### src/rtl/apb_icn_pkg.sv
// Shared types and constants for the crypto accelerator's APB segment master front end.
package apb_icn_pkg;

    localparam int ADDR_W_DEF = 20;
    localparam int DATA_W_DEF = 16;
    localparam int STRB_W_DEF = DATA_W_DEF / 8;

    typedef enum logic [1:0] {
        ST_IDLE   = 2'd0,
        ST_SETUP  = 2'd1,
        ST_ACCESS = 2'd2,
        ST_DONE   = 2'd3
    } apb_state_t;

    localparam logic [1:0] PSEL_S0 = 2'b01;
    localparam logic [1:0] PSEL_S1 = 2'b10;

    // Read data returned when an ACCESS phase is abandoned on timeout.
    localparam logic [15:0] TIMEOUT_RDATA = 16'hDEAD;

    function automatic logic [1:0] psel_decode(input logic sel_bit);
        return sel_bit ? PSEL_S1 : PSEL_S0;
    endfunction

endpackage

### src/rtl/rr_arb2.sv
// Two-way round-robin arbiter; priority passes to the other requester after every grant.
module rr_arb2 (
    input  logic       clk,
    input  logic       reset_n,
    input  logic [1:0] req,
    input  logic       en,
    output logic [1:0] gnt
);

    logic prio;  // 0: requester 0 wins a tie, 1: requester 1 wins a tie

    always_comb begin
        gnt = 2'b00;
        if (en) begin
            if (req[0] && (!req[1] || !prio)) begin
                gnt = 2'b01;
            end else if (req[1]) begin
                gnt = 2'b10;
            end
        end
    end

    always_ff @(posedge clk or negedge reset_n) begin
        if (!reset_n) begin
            prio <= 1'b0;
        end else if (|gnt) begin
            prio <= gnt[0];
        end
    end

endmodule

### src/rtl/apb_arb_2m.sv
// Two-requester APB master: round-robin grant, SETUP/ACCESS sequencing, one-hot psel decode.
// Optional ACCESS-phase timeout is compiled in with APB_TIMEOUT_EN.
module apb_arb_2m
    import apb_icn_pkg::*;
#(
    parameter int ADDR_W      = ADDR_W_DEF,
    parameter int DATA_W      = DATA_W_DEF,
    parameter int SEL_BIT     = 19,
    parameter int TIMEOUT_CYC = 255
) (
    input  logic                clk,
    input  logic                reset_n,
    input  logic                req0,
    input  logic                req1,
    input  logic [ADDR_W-1:0]   addr0,
    input  logic [ADDR_W-1:0]   addr1,
    input  logic [DATA_W-1:0]   wdata0,
    input  logic [DATA_W-1:0]   wdata1,
    input  logic                write0,
    input  logic                write1,
    input  logic [DATA_W/8-1:0] strb0,
    input  logic [DATA_W/8-1:0] strb1,
    output logic                done0,
    output logic                done1,
    output logic [DATA_W-1:0]   rdata,
    output logic                err,
    output logic [1:0]          psel,
    output logic                penable,
    output logic [ADDR_W-1:0]   paddr,
    output logic [DATA_W-1:0]   pwdata,
    output logic                pwrite,
    output logic [DATA_W/8-1:0] pstrb,
    input  logic [DATA_W-1:0]   prdata,
    input  logic                pready,
    input  logic                pslverr
);

    // Requester handshake: reqN rises with a stable payload and stays high until doneN pulses
    // for one cycle; payload is latched at grant, and req is re-sampled only back in IDLE.
    apb_state_t state;
    logic       owner;
    logic [1:0] gnt;
    logic       timeout_hit;

    logic [ADDR_W-1:0]   sel_addr;
    logic [DATA_W-1:0]   sel_wdata;
    logic                sel_write;
    logic [DATA_W/8-1:0] sel_strb;

    rr_arb2 u_arb (
        .clk     (clk),
        .reset_n (reset_n),
        .req     ({req1, req0}),
        .en      (state == ST_IDLE),
        .gnt     (gnt)
    );

    always_comb begin
        sel_addr  = gnt[1] ? addr1  : addr0;
        sel_wdata = gnt[1] ? wdata1 : wdata0;
        sel_write = gnt[1] ? write1 : write0;
        sel_strb  = gnt[1] ? strb1  : strb0;
    end

`ifdef APB_TIMEOUT_EN
    localparam int TO_W = $clog2(TIMEOUT_CYC + 1);
    logic [TO_W-1:0] to_cnt;

    // This is the TIMEOUT_CYC-th ACCESS cycle without pready.
    always_comb begin
        timeout_hit = 1'b0;
        if (state == ST_ACCESS && !pready && to_cnt == TO_W'(TIMEOUT_CYC - 1)) begin
            timeout_hit = 1'b1;
        end
    end

    always_ff @(posedge clk or negedge reset_n) begin
        if (!reset_n) begin
            to_cnt <= '0;
        end else if (state == ST_SETUP) begin
            to_cnt <= '0;
        end else if (state == ST_ACCESS && !pready && !timeout_hit) begin
            to_cnt <= to_cnt + 1'b1;
        end
    end
`else
    logic unused_timeout;
    assign unused_timeout = (TIMEOUT_CYC == 0);

    always_comb begin
        timeout_hit = 1'b0;
    end
`endif

    always_ff @(posedge clk or negedge reset_n) begin
        if (!reset_n) begin
            state   <= ST_IDLE;
            owner   <= 1'b0;
            done0   <= 1'b0;
            done1   <= 1'b0;
            rdata   <= '0;
            err     <= 1'b0;
            psel    <= 2'b00;
            penable <= 1'b0;
            paddr   <= '0;
            pwdata  <= '0;
            pwrite  <= 1'b0;
            pstrb   <= '0;
        end else begin
            case (state)
                ST_IDLE: begin
                    if (|gnt) begin
                        owner  <= gnt[1];
                        paddr  <= sel_addr;
                        pwrite <= sel_write;
                        pwdata <= sel_write ? sel_wdata : '0;
                        pstrb  <= sel_write ? sel_strb : '0;
                        psel   <= psel_decode(sel_addr[SEL_BIT]);
                        state  <= ST_SETUP;
                    end
                end
                ST_SETUP: begin
                    penable <= 1'b1;
                    state   <= ST_ACCESS;
                end
                ST_ACCESS: begin
                    if (pready || timeout_hit) begin
                        if (pready) begin
                            rdata <= pwrite ? '0 : prdata;
                            err   <= pslverr;
                        end else begin
                            rdata <= DATA_W'(TIMEOUT_RDATA);
                            err   <= 1'b1;
                        end
                        done0   <= ~owner;
                        done1   <= owner;
                        psel    <= 2'b00;
                        penable <= 1'b0;
                        paddr   <= '0;
                        pwdata  <= '0;
                        pwrite  <= 1'b0;
                        pstrb   <= '0;
                        state   <= ST_DONE;
                    end
                end
                ST_DONE: begin
                    done0 <= 1'b0;
                    done1 <= 1'b0;
                    rdata <= '0;
                    err   <= 1'b0;
                    state <= ST_IDLE;
                end
                default: state <= ST_IDLE;
            endcase
        end
    end

endmodule

### config.mk
export PLATFORM = sky130hd
export DESIGN_NAME = apb_arb_2m
export DESIGN_NICKNAME = d
export VERILOG_FILES = /design/src/rtl/apb_icn_pkg.sv /design/src/rtl/rr_arb2.sv /design/src/rtl/apb_arb_2m.sv
export SDC_FILE = /design/constraint.sdc
export NUM_CORES = 1
export LEC_CHECK = 0
export ABC_AREA = 1
export ABC_CLOCK_PERIOD_IN_PS = 1740
export CAP_MARGIN = 20
export CORE_MARGIN = 8
export CORE_UTILIZATION = 30
export CTS_CLUSTER_DIAMETER = 30
export CTS_CLUSTER_SIZE = 30
export DETAILED_ROUTE_END_ITERATION = 6
export PLACE_DENSITY = 0.69
export SKIP_CTS_REPAIR_TIMING = 1
export SLEW_MARGIN = 40
export SYNTH_ARGS = -nofsm -noshare
export SYNTH_HDL_FRONTEND = slang
export SYNTH_SLANG_ARGS = --single-unit
### constraint.sdc
create_clock -name clk -period 1.74 [get_ports clk]
set_clock_uncertainty 0.15 [all_clocks]
set_input_delay 0.348 -clock clk [delete_from_list [all_inputs] [get_ports clk]]
set_output_delay 0.348 -clock clk [all_outputs]
set_load 0.02 [all_outputs]
# ---- After elaboration in Yosys (flattened, before gate mapping)
# Cells that the tools add are included.
dict set report word_totals {
  reg_bits 65
  latch_bits 0
  mem_bits_rw 0
  romBits 0
  input_bits 100
  out_inout_bits 61
  elab_cells 70
  mem_count 0
}
dict set report op_classes {
  addsub 0
  multipliers 0
  n_div 0
  magnitude_cmp 0
  n_eq_ne 5
  shifts 0
  mux 37
  n_bitwise 1
  reduce_logical 14
}
# op count
set op_table {}
lappend op_table {{16-bit two-way mux} 6}
lappend op_table {{16-bit case mux with 2 select lines} 2}
lappend op_table {{20-bit two-way mux} 3}
lappend op_table {{20-bit case mux with 2 select lines} 1}
lappend op_table {{2-bit two-way mux} 11}
lappend op_table {{1-bit case mux with 2 select lines} 5}
lappend op_table {{2-bit case mux with 2 select lines} 2}
lappend op_table {{2-bit case mux with 4 select lines} 1}
lappend op_table {{2-bit AND reduction} 4}
lappend op_table {{1-bit two-way mux} 6}
lappend op_table {{2-bit nonzero test} 3}
lappend op_table {{2-bit equality test, second input constant} 2}
lappend op_table {{2-bit inequality test, second input constant} 2}
lappend op_table {{3-bit AND reduction} 1}
lappend op_table {{2-bit by 1-bit equality test with 1-bit output, second input constant} 1}
lappend op_table {{1-bit zero test} 2}
lappend op_table {{2-bit zero test} 1}
lappend op_table {{2-bit OR reduction} 1}
lappend op_table {{1-bit logical AND} 1}
lappend op_table {{1-bit logical OR} 1}
lappend op_table {{1-bit inverter} 1}

# ---- Depth between registers and ports, before layout
dict set report logic_depth {
  ltp_word 9
  mapped_depth 11
  ltp_nobuf 10
}

# ---- By module
# From an unflattened synthesis, not the netlist that was laid out.
dict set report hier_totals {
  cells_unflattened 483
  area_unflattened_um2 3475.8
}
# module n_inst cells_each area_each_um2 seq_area_each_um2
set by_module_without_submodules {}
lappend by_module_without_submodules {apb_arb_2m 1 475 3422.0 1576.5}
lappend by_module_without_submodules {rr_arb2 1 8 53.8 25.0}

# ---- Worst setup path after synthesis
# OpenSTA, ideal clock, no wires.
dict set report synth_path {
  path_type {register to register}
  startpoint {register state[0]}
  endpoint {register paddr[10]}
  setup_time_ps 117
  arrival_ps 1387
  t_required_ps 1473
  slack_ps 86
  path_stages_with_launch 12
  path_buffers 2
  synth_period_minus_slack_ps 1654
  path_cell_list {dfrtp_1 inv_1 ha_1 nand2_1 inv_2 nand2_4 buf_2 buf_6 nand2_1 nand2_1 nand2_1 nand2_1}
}
dict set report synth_via {
  elab_chain_len 5
  word_cells_on_any_way 11
  cone_classes {3 x eq/ne; 4 x mux; 4 x reduce/logical}
}
# element line
set synth_lines {}
lappend synth_lines {{from (decl)} apb_arb_2m.sv:40} ;# apb_state_t state;
lappend synth_lines {{from (signal assigned)} apb_arb_2m.sv:97} ;# state <= ST_IDLE;
lappend synth_lines {{from (signal assigned)} apb_arb_2m.sv:119} ;# state <= ST_SETUP;
lappend synth_lines {{from (signal assigned)} apb_arb_2m.sv:124} ;# state <= ST_ACCESS;
lappend synth_lines {{2-bit zero test} {apb_arb_2m.sv:54, apb_arb_2m.sv:110}}
lappend synth_lines {{2-bit two-way mux} rr_arb2.sv:14} ;# if (en) begin
lappend synth_lines {{20-bit two-way mux / 2-bit OR reduction (equally long branches)} {apb_arb_2m.sv:59, apb_arb_2m.sv:112}}
lappend synth_lines {{20-bit two-way mux / 2-bit inequality test (equally long branches)} n/a}
lappend synth_lines {{20-bit case mux with 2 select lines / 3-bit AND reduction (equally long branches)} n/a}
lappend synth_lines {{to (signal assigned)} apb_arb_2m.sv:114} ;# paddr <= sel_addr;
lappend synth_lines {{to (decl)} apb_arb_2m.sv:29} ;# output logic [ADDR_W-1:0] paddr,
# Several ways; a longest one is shown, not always the timed one. The select of a mux whose other input is x is not followed.
# A chain may end at the register's enable or synchronous reset.

# ---- Final worst setup path
dict set report layout_path {
  startpoint {register state[0]}
  endpoint {register pwdata[1]}
}
dict set report layout_via {
  elab_chain_len 6
  word_cells_on_any_way 13
  cone_classes {3 x eq/ne; 6 x mux; 4 x reduce/logical}
}
# element line
set layout_lines {}
lappend layout_lines {{2-bit zero test} {apb_arb_2m.sv:54, apb_arb_2m.sv:110}}
lappend layout_lines {{2-bit two-way mux} rr_arb2.sv:14}
lappend layout_lines {{16-bit two-way mux / 1-bit two-way mux (equally long branches)} {apb_arb_2m.sv:60, apb_arb_2m.sv:61}}
lappend layout_lines {{16-bit two-way mux} apb_arb_2m.sv:116} ;# pwdata <= sel_write ? sel_wdata : '0;
lappend layout_lines {{16-bit two-way mux} apb_arb_2m.sv:112} ;# if (|gnt) begin
lappend layout_lines {{16-bit case mux with 2 select lines} apb_arb_2m.sv:110} ;# case (state)
lappend layout_lines {{to (signal assigned)} apb_arb_2m.sv:116}
lappend layout_lines {{to (decl)} apb_arb_2m.sv:30} ;# output logic [DATA_W-1:0] pwdata,
# Several ways; a longest one is shown, not always the timed one. The select of a mux whose other input is x is not followed.

==> results by group <==
CTS
  • Clk root buf: clkbuf_8
  • CTS Buffer Depth: 2
  • Num Clock Sinks: 64
  • Clk_lat worst skew: 0.33 ns
  • H-tree depth: 3
  • Clk pin slew, worst setup/hold paths: about 0.070 ns
  • CTS tree: yes
  • Total CTS buffers: 9

Yosys
  • Synth top cells by count: nand2_1 (238), dfrtp_1 (64), inv_1 (32)
  • Yosys reg bits: 64
  • Mapped Cells: roughly 420
  • Area of the mapped netlist: a little over 0.003 mm^2
  • Most frequent cell after synthesis: nand2_1
  • Synth top area cells: dfrtp_1 (52%), nand2_1 (29%), o21ai_0 (3.9%)
  • Number of flops mapped to enable cells by yosys: 0
  • Ys flop type: dfrtp_1
  • Synth unique cells: 20
  • Yosys warns: 0
  • Net Count, Synth: 520
  • Synth area leader: dfrtp_1
  • Mapped Avg Cell Area: around 7.4 um^2
  • Async SR Flop Fraction: between 90% and 100%
  • Post-synthesis sequential area ratio: between 50 and 60%
  • Synth top area share: around half

STA
  • Slew Viols, Final: 0
  • Fmax: a little under 600 MHz
  • RSZ-0062 raised after global routing: yes
  • Minimum clock period after layout: around 1.7 ns
  • Total negative slack: 0 ns
  • Final Cycle Share: 96.6%
  • Worst slew pin tran: a little over 0.5 ns
  • Final-report hold violation count: 0
  • Setup violations, final: 0
  • Worst rel slew slack: about two thirds

Outcome
  • Status: completed

Route
  • Routed vias: 3220
  • DR WL/cell: around 14 um
  • Post-DRT Antenna Nets: 0
  • Drc violations: 0
  • Routed vias/inst: roughly 4.4
  • DRT iter0 DRCs: 110
  • First-pass DRT Iterations: 4
  • WL final: around 11000 um

Min path
  • HP Class: reg2reg

Layout
  • Antenna cell count: 0
  • Non-Filler Instances: between 700 and 800
  • Nets: roughly 700
  • Share of post-route cells with drive strength above 1: a little over a tenth
  • Register area: roughly 0.0016 mm^2
  • Layout area overhead: 81.5%
  • Multi-input logic area: 0.00131 mm^2
  • Fillcell total: 925

Setup path
  • Required time worst endpoint: approximately 1.9 ns
  • Crit. End Element: flip-flop
  • Crit path max fanout: 18
  • Setup crit start kind: flip-flop
  • Arrival time of the worst setup path: between 1.5 and 2 ns
  • Setup CP Type: reg2reg

Placement
  • Placed instance count: slightly above 700
  • RD Place Congestion: 0.768
  • IO buf count: 160
  • DPL Wire Length: ~7600 um

Die
  • Die area: between 0.01 and 0.015 mm^2
  • Total core area: about 0.01 mm^2
  • Die Wd: 117 um
  • Die Height: 117 um
  • # IOs: 161
  • Row cnt: 37
  • Initial core utilization: a little under a third

Global route
  • First-pass GRT wire length: around 16000 um
  • Antenna violations before repair: 0
  • Largest net degree at the start of global routing: 36
  • Vias in the first global route: ~3300
  • GRT Util Overall: ~14%
  • Grt total ovfl: 0

Pwr
  • VDD IR max: roughly 0.55 mV
  • PwrDens: between 1500 and 2000 mW/mm^2
  • Comb power frac: between 50% and 60%
  • Sw Share: approximately two fifths
  • Total power: between 8 and 9 mW
  • NetSw: between 3 and 4 mW
  • Leak Pwr: roughly 3.6 nW
  • P_int: 5.20 mW
  • Seq pwr share: 27.3%
  • Clk pwr share: between 10% and 20%

Flow run
  • Max-cap violations: 0
## cells by family (layout without fill, tap and decap cells)
| family | after synthesis | count (layout) | synth area share (%) |
|---|---|---|---|
| AOI/OAI and AO/OA | 29 | 29 | 4.95 |
| adders and majority gates | 4 | 4 | 1.62 |
| buffers and inverters | 54 | 242 | 7.79 |
| DFF | 64 | 64 | 51.9 |
| and+or+nand+nor | 265 | 265 | 33.7 |
## power groups by stage
stage          Sequential, mW  Combinational [mW]  Clock, mW
2_1_floorplan            3.03                1.56          0
3_3_place_gp             2.40                4.36          0
3_5_place_dp             2.41                4.43          0
4_1_cts                  2.39                4.44       1.33
5_1_grt                  2.45                5.44       1.41
6_report                 2.37                5.01       1.30
## stage by stage
stage          util, %  hold WS (ns)  area [um^2]  setup slack, ns
3_3_place_gp      49.4         0.180         5010           -0.220
4_1_cts           51.4        -0.186         5210           -0.139
3_5_place_dp      49.4         0.186         5010           -0.238
2_1_floorplan        -       -0.0976         3090           0.0858
5_1_grt           55.3         0.337         5600          -0.0691
6_report          55.3         0.316         5600           0.0595
## state kept, by name (all words and copies together), names as in the netlist
| name | flops |
|---|---|
| paddr | 20 |
| pwdata | 16 |
| rdata | 16 |
| pstrb | 2 |
| state | 2 |
| done0 | 1 |
| done1 | 1 |
| err | 1 |
| owner | 1 |
| penable | 1 |
| psel | 1 |
| pwrite | 1 |
| u_arb.prio | 1 |
## path summary, 6_finish.rpt
path | start | to | slack (ns) | cells after the start
worst max-delay path | state[0] | pwdata[1] | 0.06 | 11
worst min-delay path | paddr[18] | paddr[18] | 0.32 | 2
worst max register to register | state[0] | pwdata[1] | 0.06 | 11
worst min register to register | paddr[18] | paddr[18] | 0.32 | 2
max in group asynchronous | reset_n | pwdata[8] | 0.52 | 3
min in group asynchronous | reset_n | rdata[2] | 0.38 | 2
## cell usage in the layout, fill, tap and decap left out, types with 3 or more instances in the layout
cell             netlist  final
clkbuf_8               0     11
dfrtp_1               64     64
o21ai_0               24     24
clkbuf_16              0      3
buf_6                  2      3
nand2_2                2      3
buf_4                  4     13
buf_12                 0     11
inv_2                  3      6
inv_1                 32     28
nand3_1               21     20
clkdlybuf4s50_1        0     98
dlymetal6s2s_1         0     61
nand2_1              238    236
## per-layer routing
metal  vias to the layer above  wire [um]  global-route usage, %
li1                       1629          -                      -
met2                       119       5060                   23.5
met3                        15        881                   6.28
met4                         0        184                   5.52
met5                         -          0                      0
met1                      1457       4440                   15.5
## critical path: stages, from the launching register on
cell,delay (ns)
dfrtp_1,0.39
inv_2,0.10
ha_4,0.15
nand2_1,0.07
inv_2,0.12
nand2_8,0.11
nand2_4,0.08
nand2_2,0.06
nor2_4,0.10
buf_12,0.15
nand2_1,0.06
nand2_1,0.05
## cell type report
type	count	area share [%]
tap	136	3.04
clock buffer	13	2.84
multi-input combinational	298	23.4
timing repair buffer	191	39.0
inverter	35	2.39
sequential	64	28.6
clock inverter	3	0.715
No activity file was read; power rests on OpenSTA's default activity.
